==> src/rtl/stack_pop_reader.sv <==
// Pop-side drain engine for a pushdown stack: issues single-cycle pop strobes
// and streams each popped word out on a valid/ready interface.
module stack_pop_reader #(
  parameter int WIDTH = 8,
  parameter int CNT_W = 10
) (
  input  logic             CLK,
  input  logic             Reset,
  input  logic             Start,
  input  logic [CNT_W-1:0] Count,
  input  logic             Abort,
  input  logic             StkEmpty,
  input  logic [WIDTH-1:0] StkO,
  output logic             StkEnable,
  output logic             StkPushPop,
  output logic [WIDTH-1:0] OutData,
  output logic             OutValid,
  input  logic             OutReady,
  output logic             Busy,
  output logic             Done,
  output logic [CNT_W-1:0] Drained
);

  typedef enum logic [2:0] {
    IDLE,
    ISSUE,
    WAIT,
    HOLD,
    FIN
  } state_t;

  localparam logic [CNT_W-1:0] CNT_MAX = '1;

  state_t           state_reg;
  logic [CNT_W-1:0] target_reg;
  logic [CNT_W-1:0] drained_reg;
  logic [WIDTH-1:0] data_reg;
  logic             valid_reg;
  logic             busy_reg;
  logic             done_reg;

  logic             stop_issue;
  logic             pop_now;

  // Stop before popping when the stack ran dry, the requested count is reached,
  // or an unbounded drain would otherwise overflow the Drained counter.
  assign stop_issue = StkEmpty
                    || ((target_reg != '0) && (drained_reg == target_reg))
                    || ((target_reg == '0) && (drained_reg == CNT_MAX));

  // The strobe depends on StkEmpty in the same cycle, so it cannot be registered.
  assign pop_now    = (state_reg == ISSUE) && !Abort && !stop_issue;

  assign StkEnable  = pop_now;
  assign StkPushPop = pop_now;
  assign OutData    = data_reg;
  assign OutValid   = valid_reg;
  assign Busy       = busy_reg;
  assign Done       = done_reg;
  assign Drained    = drained_reg;

  always_ff @(posedge CLK or negedge Reset) begin
    if (!Reset) begin
      state_reg   <= IDLE;
      target_reg  <= '0;
      drained_reg <= '0;
      data_reg    <= '0;
      valid_reg   <= 1'b0;
      busy_reg    <= 1'b0;
      done_reg    <= 1'b0;
    end else begin
      done_reg <= 1'b0;
      if (Abort) begin
        // Abort beats every transition; any in-flight word is dropped uncounted.
        state_reg <= IDLE;
        valid_reg <= 1'b0;
        busy_reg  <= 1'b0;
      end else begin
        case (state_reg)
          IDLE: begin
            if (Start) begin
              target_reg  <= Count;
              drained_reg <= '0;
              busy_reg    <= 1'b1;
              state_reg   <= ISSUE;
            end
          end
          ISSUE: begin
            if (stop_issue) begin
              done_reg  <= 1'b1;
              busy_reg  <= 1'b0;
              state_reg <= FIN;
            end else begin
              state_reg <= WAIT;
            end
          end
          WAIT: begin
            data_reg  <= StkO;
            valid_reg <= 1'b1;
            state_reg <= HOLD;
          end
          HOLD: begin
            if (OutReady) begin
              valid_reg   <= 1'b0;
              drained_reg <= drained_reg + 1'b1;
              state_reg   <= ISSUE;
            end
          end
          FIN: begin
            state_reg <= IDLE;
          end
          default: begin
            state_reg <= IDLE;
          end
        endcase
      end
    end
  end

endmodule

==> config.mk <==
export PLATFORM = sky130hd
export DESIGN_NAME = stack_pop_reader
export DESIGN_NICKNAME = d
export VERILOG_FILES = /design/src/rtl/stack_pop_reader.sv
export SDC_FILE = /design/constraint.sdc
export NUM_CORES = 1
export LEC_CHECK = 0
export ABC_CLOCK_PERIOD_IN_PS = 5120
export CORE_AREA = 2 2 56 69
export CTS_CLUSTER_SIZE = 28
export DETAILED_ROUTE_END_ITERATION = 7
export DIE_AREA = 0 0 58 71
export PLACE_DENSITY = 0.8
export SYNTH_ARGS = -nofsm -noshare
export SYNTH_HDL_FRONTEND = slang
export SYNTH_SLANG_ARGS = --single-unit
==> constraint.sdc <==
create_clock -name CLK -period 5.12 [get_ports CLK]
set_input_delay 1.024 -clock CLK [delete_from_list [all_inputs] [get_ports CLK]]
set_output_delay 1.024 -clock CLK [all_outputs]
set_load 0.005 [all_outputs]
[Word level (Yosys, flattened, before mapping)]
Index checks and enable logic that the tools add are counted.
Storage, ports and cells
  flip-flop bits (word level): 34
  word-level logic and storage cells: 57
  input port bits: 24
Operators by class
  bitwise gates (word level): 1
  reduce and logical (&&, ||, !) cells: 20
  muxes and demuxes: 18
  equality and inequality tests: 10
  add/subtract/negate cells: 1
Operator list (count)
  2-to-1 mux 10 bit: 2
  one-hot mux 10 bit (2 select lines): 1
  2-to-1 mux 3 bit: 4
  one-hot mux 3 bit (4 select lines): 1
  adder 10 x 1 -> 10 bit, second input constant: 1
  == test 10 bit: 1
  == test 10 bit, second input constant: 1
  logical NOT 10 bit: 1
  nonzero test 10 bit: 1
  != test 3 bit, second input constant: 3
  2-to-1 mux 1 bit: 8
  == test 3 x 2 -> 1 bit, second input constant: 2
  AND reduction 2 bit: 3
  AND reduction 3 bit: 2
  nonzero test 3 bit: 2
  logical AND 1 bit: 4
  != test 2 bit, second input constant: 2
  one-hot mux 1 bit (2 select lines): 2
  AND reduction 4 bit: 1
  == test 3 x 1 -> 1 bit, second input constant: 1
  logical NOT 3 bit: 1
  logical NOT 1 bit: 2
  logical OR 1 bit: 2
  nonzero test 2 bit: 1
  NOT 1 bit: 1

[Logic depth before layout (Yosys ltp)]
  depth after elaboration: 7
  depth in mapped cells: 6
  mapped depth without buffers: 5

[Least setup slack after synthesis]
OpenSTA, ideal clock, no wires.
  path type: input -> output
  start: in Abort
  end: out StkPushPop
  slack: 2.107 ns
  required time: 4.096 ns
  arrival time: 1.989 ns
  path buffers: 1
  stages on the path: 5
  cells stage by stage: or4b_1 > nor2_1 > o21ai_1 > nor2_1 > buf_4
Between the ends
  cells in the longest elaborated chain, start to end: 3
Ends and longest elaborated chain
  from (decl): RTL line 11  | input logic Abort,
  logical NOT 1 bit: RTL line 52  | assign pop_now = (state_reg == ISSUE) && !Abort && !stop_issue;
  logical AND 1 bit (2 in series): RTL line 52
  to (decl): RTL line 15  | output logic StkPushPop,
Every way passes these cells.

[Worst setup path after layout]
Same ends and word-level chain as after synthesis.

==> flow_results.org <==
** STA
- The worst pin sits at a relative slew slack of ~71%.
- The final count of pins violating max slew came to 0.
- Total negative slack for setup checks :: 0 ns
- Setup clock skew after layout :: 0.00621 ns
- Final count of hold timing violations :: 0
- Setup violations remaining at the end of the flow were counted as 0.
- Final hold slack :: just over 0.5 ns
- PnR worst setup slack :: 1.10 ns
- Of the available clock period, the critical path in the final layout requires a little under 80%.
- Static timing analysis puts the maximum clock frequency at 0.249 GHz.
- At the pin with the least slew margin, the transition time is around 0.43 ns.
- Setup repair after global routing missed its margin :: no
- The smallest clock period supported by the final layout is computed as 4.02 ns.

** Run status
- The run finished with clean final reports.

** Synth
- The biggest area contributor in the post-synthesis netlist is dfrtp_1.
- In this run the mean area of a mapped cell was 11.2 um2.
- Net count after synthesis :: 176
- Xor/xnor cell area share of the yosys netlist :: ~6.2%
- Synthesis-stage register bit count :: 34
- The synthesized netlist devotes between 10% and 20% of its cell area to compound gates.
- Number of distinct library cell variants in the gate-level netlist after synthesis :: 37
- After technology mapping, the gate count stands at 151.
- Adder and majority gate portion of the synthesized area :: 0.739%
- After synthesis, the largest family of logic cells by area is simple AND/OR/NAND/NOR gates.
- Share of synthesized cell area in and, or, nand and nor gates :: between 10% and 20%
- Netlist Area Pre-Place :: ~1700 um2
- The top cell type by area accounts for 50.3% of the synthesized area.
- Ranked by total cell area, the synthesized netlist is headed by dfrtp_1 50%, mux2_2 11%, xor2_1 6.2%.
- Synthesis warning total :: 0
- Measured against the total synthesized area, the mux share comes to 12.0%.
- For this run, the register share of the synthesized area comes to 50.3%.

** Clocking
- Number of CTS-inserted buffers :: 5
- CTS saw 34 sinks.
- The H-tree was split into 2 levels.
- Gates resized during post-CTS repair numbered 0.
- Clock latency on the worst-skew pair, taken at its later pin, is 0.30 ns.
- After clock tree synthesis, the clock-pin slew on the worst setup and hold paths is around 0.060 ns.
- Clock buffer depth :: 2
- Count of buffers added by post-CTS timing repair for setup :: 0
- Cts-stage hold buffer count :: 0
- The tree is rooted in a clkbuf_8.
- TritonCTS built the clock tree.

** Place
- At the end of routability-driven placement, the weighted congestion stood at 0.871.
- Dpl hpwl :: around 2.7 mm
- DP Worst Slack :: 1.11 ns
- The count of buffers added on input and output ports is 46.

** Worst setup path
- Critical Path RT :: around 4.1 ns
- The cell family contributing the most delay on the critical path is buffers and inverters.
- Delay of the slowest critical-path stage :: 0.58 ns
- The critical path ends at StkPushPop.
- Endpoint class of the critical path :: output port
- For flop-to-flop paths, the worst setup slack is 3.35 ns.
- The critical path goes through clkdlybuf4s50_1, or4b_1, nor2_1, o21ai_1, nor2_1, clkdlybuf4s50_1.
- Maximum fanout along the worst path :: 7
- The worst register-to-register path begins at Drained[0]$_DFFE_PN0P_.
- The worst setup path is of the input port to output port kind.
- Slowest stage cell, crit path :: or4b_1
- The number of cells on the worst reg-to-reg path is 5.
- Number of logic stages on the critical path including buffering :: 6
- Critical path data arrival time :: 2.99 ns
- In this run the critical register-to-register path is captured at state_reg[1]$_DFFE_PN0P_.
- Together, buffers and inverters on the worst path number 2.
- The critical path starts at Abort.
- The worst setup path is launched from an input port.

** GRT
- The initial antenna violation count is 0.
- The via count of the first global-routing pass is 1,389.
- For this run, the total global-route usage over all layers was measured as 19.5%.
- Entering global routing, the biggest net connects 35 pins.
- The first global-routing pass estimated 6.06 mm of wire.
- Global routing finished with a remaining overflow of 0.

** Floorplan
- In this run the count of I/O pins placed on the die edge is 47.
- The die is 58 um wide.
- In this run the standard cell core region covers 3480 um2.
- From bottom edge to top edge, the die measures 71 um.
- Area enclosed by the die boundary :: 4120 um2
- In this run the core area contains 24 standard-cell rows.
- Starting utilization of the core area :: between 40% and 50%

** Drt
- The first TritonRoute pass finished after 4 iterations.
- Wire length on met2 :: 1.89 mm
- Top sig layer :: met4
- Post-route ant nets :: 0
- In the routed layout, each cell is associated on average with a via count of 5.57.
- Met3 Wirelength :: 240 um
- Total DRC errors in the routed layout :: 0
- Drt total wl :: between 3 and 4 mm
- Mean routed wirelength per cell :: 14.9 um
- Starting DRC count in detailed routing :: 34
- Total number of vias :: ~1,300
- Met1 wire length :: 1.38 mm

** Hold path
- Worst min-delay path class :: register to register
- Worst hold path cell count :: 1

** Power
- Total Power Consumption :: 0.730 mW
- Max VDD drop :: 0.236 mV
- Pwr/cell area :: approximately 320 nW/um2
- The analysis attributes to cell leakage a power of 0.942 nW.

** Final layout
- In the layout the commonest cells are 46 x clkdlybuf4s50_1, 34 x dfrtp_1, 16 x mux2_2.
- The post-route netlist has approximately 15% of its cells at a drive strength greater than 1.
- 0 antenna diodes ended up in the layout.
- Final net count :: 225
- Compared with the post-synthesis result, the final layout area differs by 33.9%.
- Most common cell after layout, fill and taps aside :: clkdlybuf4s50_1

** Run
- The tool flagged a number of max-cap violations equal to 0.
==> Yosys cell counts <==
library cell	instances
buf_6	1
xor2_1	12
inv_1	3
and3_4	1
ha_1	1
buf_2	3
o31ai_1	2
a22oi_1	1
nand2_1	10
or3_1	6
nor2_1	10
o211ai_1	1
o21ai_1	1
or4b_1	1
and2_1	1
a21oi_1	7
nor2_2	1
nor3b_1	1
mux2_2	16
a21oi_2	1
dfrtp_1	34
nor3_1	2
and4_1	2
o21ai_0	9
mux2_1	2
o31a_1	2
nand4_1	2
nand2b_1	1
o211ai_4	1
o2111ai_1	1
or4b_4	1
nor3b_4	1
nor2b_1	2
nand3_1	4
buf_4	2
nor4_1	4
or4_1	1
==> worst register-to-register path: stages (launching register included) <==
cell and delay [ns]:
dfrtp_1 0.47, ha_1 0.26, nand3_1 0.15, or3_1 0.43, o21ai_1 0.22, o21ai_0 0.12
==> power breakdown <==
| group | internal, mW | total, mW | switching [mW] |
|---|---|---|---|
| Clock | 0.108 | 0.206 | 0.0981 |
| Sequential | 0.318 | 0.355 | 0.0374 |
| Combinational | 0.114 | 0.168 | 0.0539 |
==> metrics by stage <==
step | util (%) | instances | instance area (um2)
global placement | 62.5 | 232 | 2180
floorplan | - | 151 | 1690
finish | 65.1 | 240 | 2270
CTS | 65.1 | 240 | 2270
global route | 65.1 | 240 | 2270
detailed placement | 62.5 | 232 | 2180
==> metal layers <==
| layer | vias to the layer above | track usage, % |
|---|---|---|
| met3 | 6 | 6.76 |
| met1 | 651 | 21.2 |
| met4 | 0 | 8.79 |
| li1 | 637 | - |
| met2 | 42 | 33.7 |
| met5 | - | 0 |
==> area by class of cell <==
type	count	area, um2
multi-input combinational	108	790
clock inverter	1	5.00
tap	39	48.8
timing repair buffer	48	475
sequential	34	851
fill	285	1220
clock buffer	7	86.3
inverter	3	11.3
==> how the worst min path moves through the flow <==
stage                                      to  slack [ns]                      start
floorplan           target_reg[2]$_DFFE_PN0P_        0.50  target_reg[2]$_DFFE_PN0P_
global placement       OutData[5]$_DFFE_PN0P_        0.49     OutData[5]$_DFFE_PN0P_
detailed placement     OutData[4]$_DFFE_PN0P_        0.50     OutData[4]$_DFFE_PN0P_
CTS                    OutData[3]$_DFFE_PN0P_        0.52     OutData[3]$_DFFE_PN0P_
global route           OutData[3]$_DFFE_PN0P_        0.53     OutData[3]$_DFFE_PN0P_
finish                 OutData[3]$_DFFE_PN0P_        0.51     OutData[3]$_DFFE_PN0P_
==> cell families after synthesis <==
logic type | after synthesis
muxes | 18
xor gates and xnor gates | 12
adders and majority gates | 1
buffers and inverters | 9
and+or+nand+nor | 51
DFF | 34
AOI/OAI and AO/OA | 26
No activity file was read; power rests on OpenSTA's default activity.
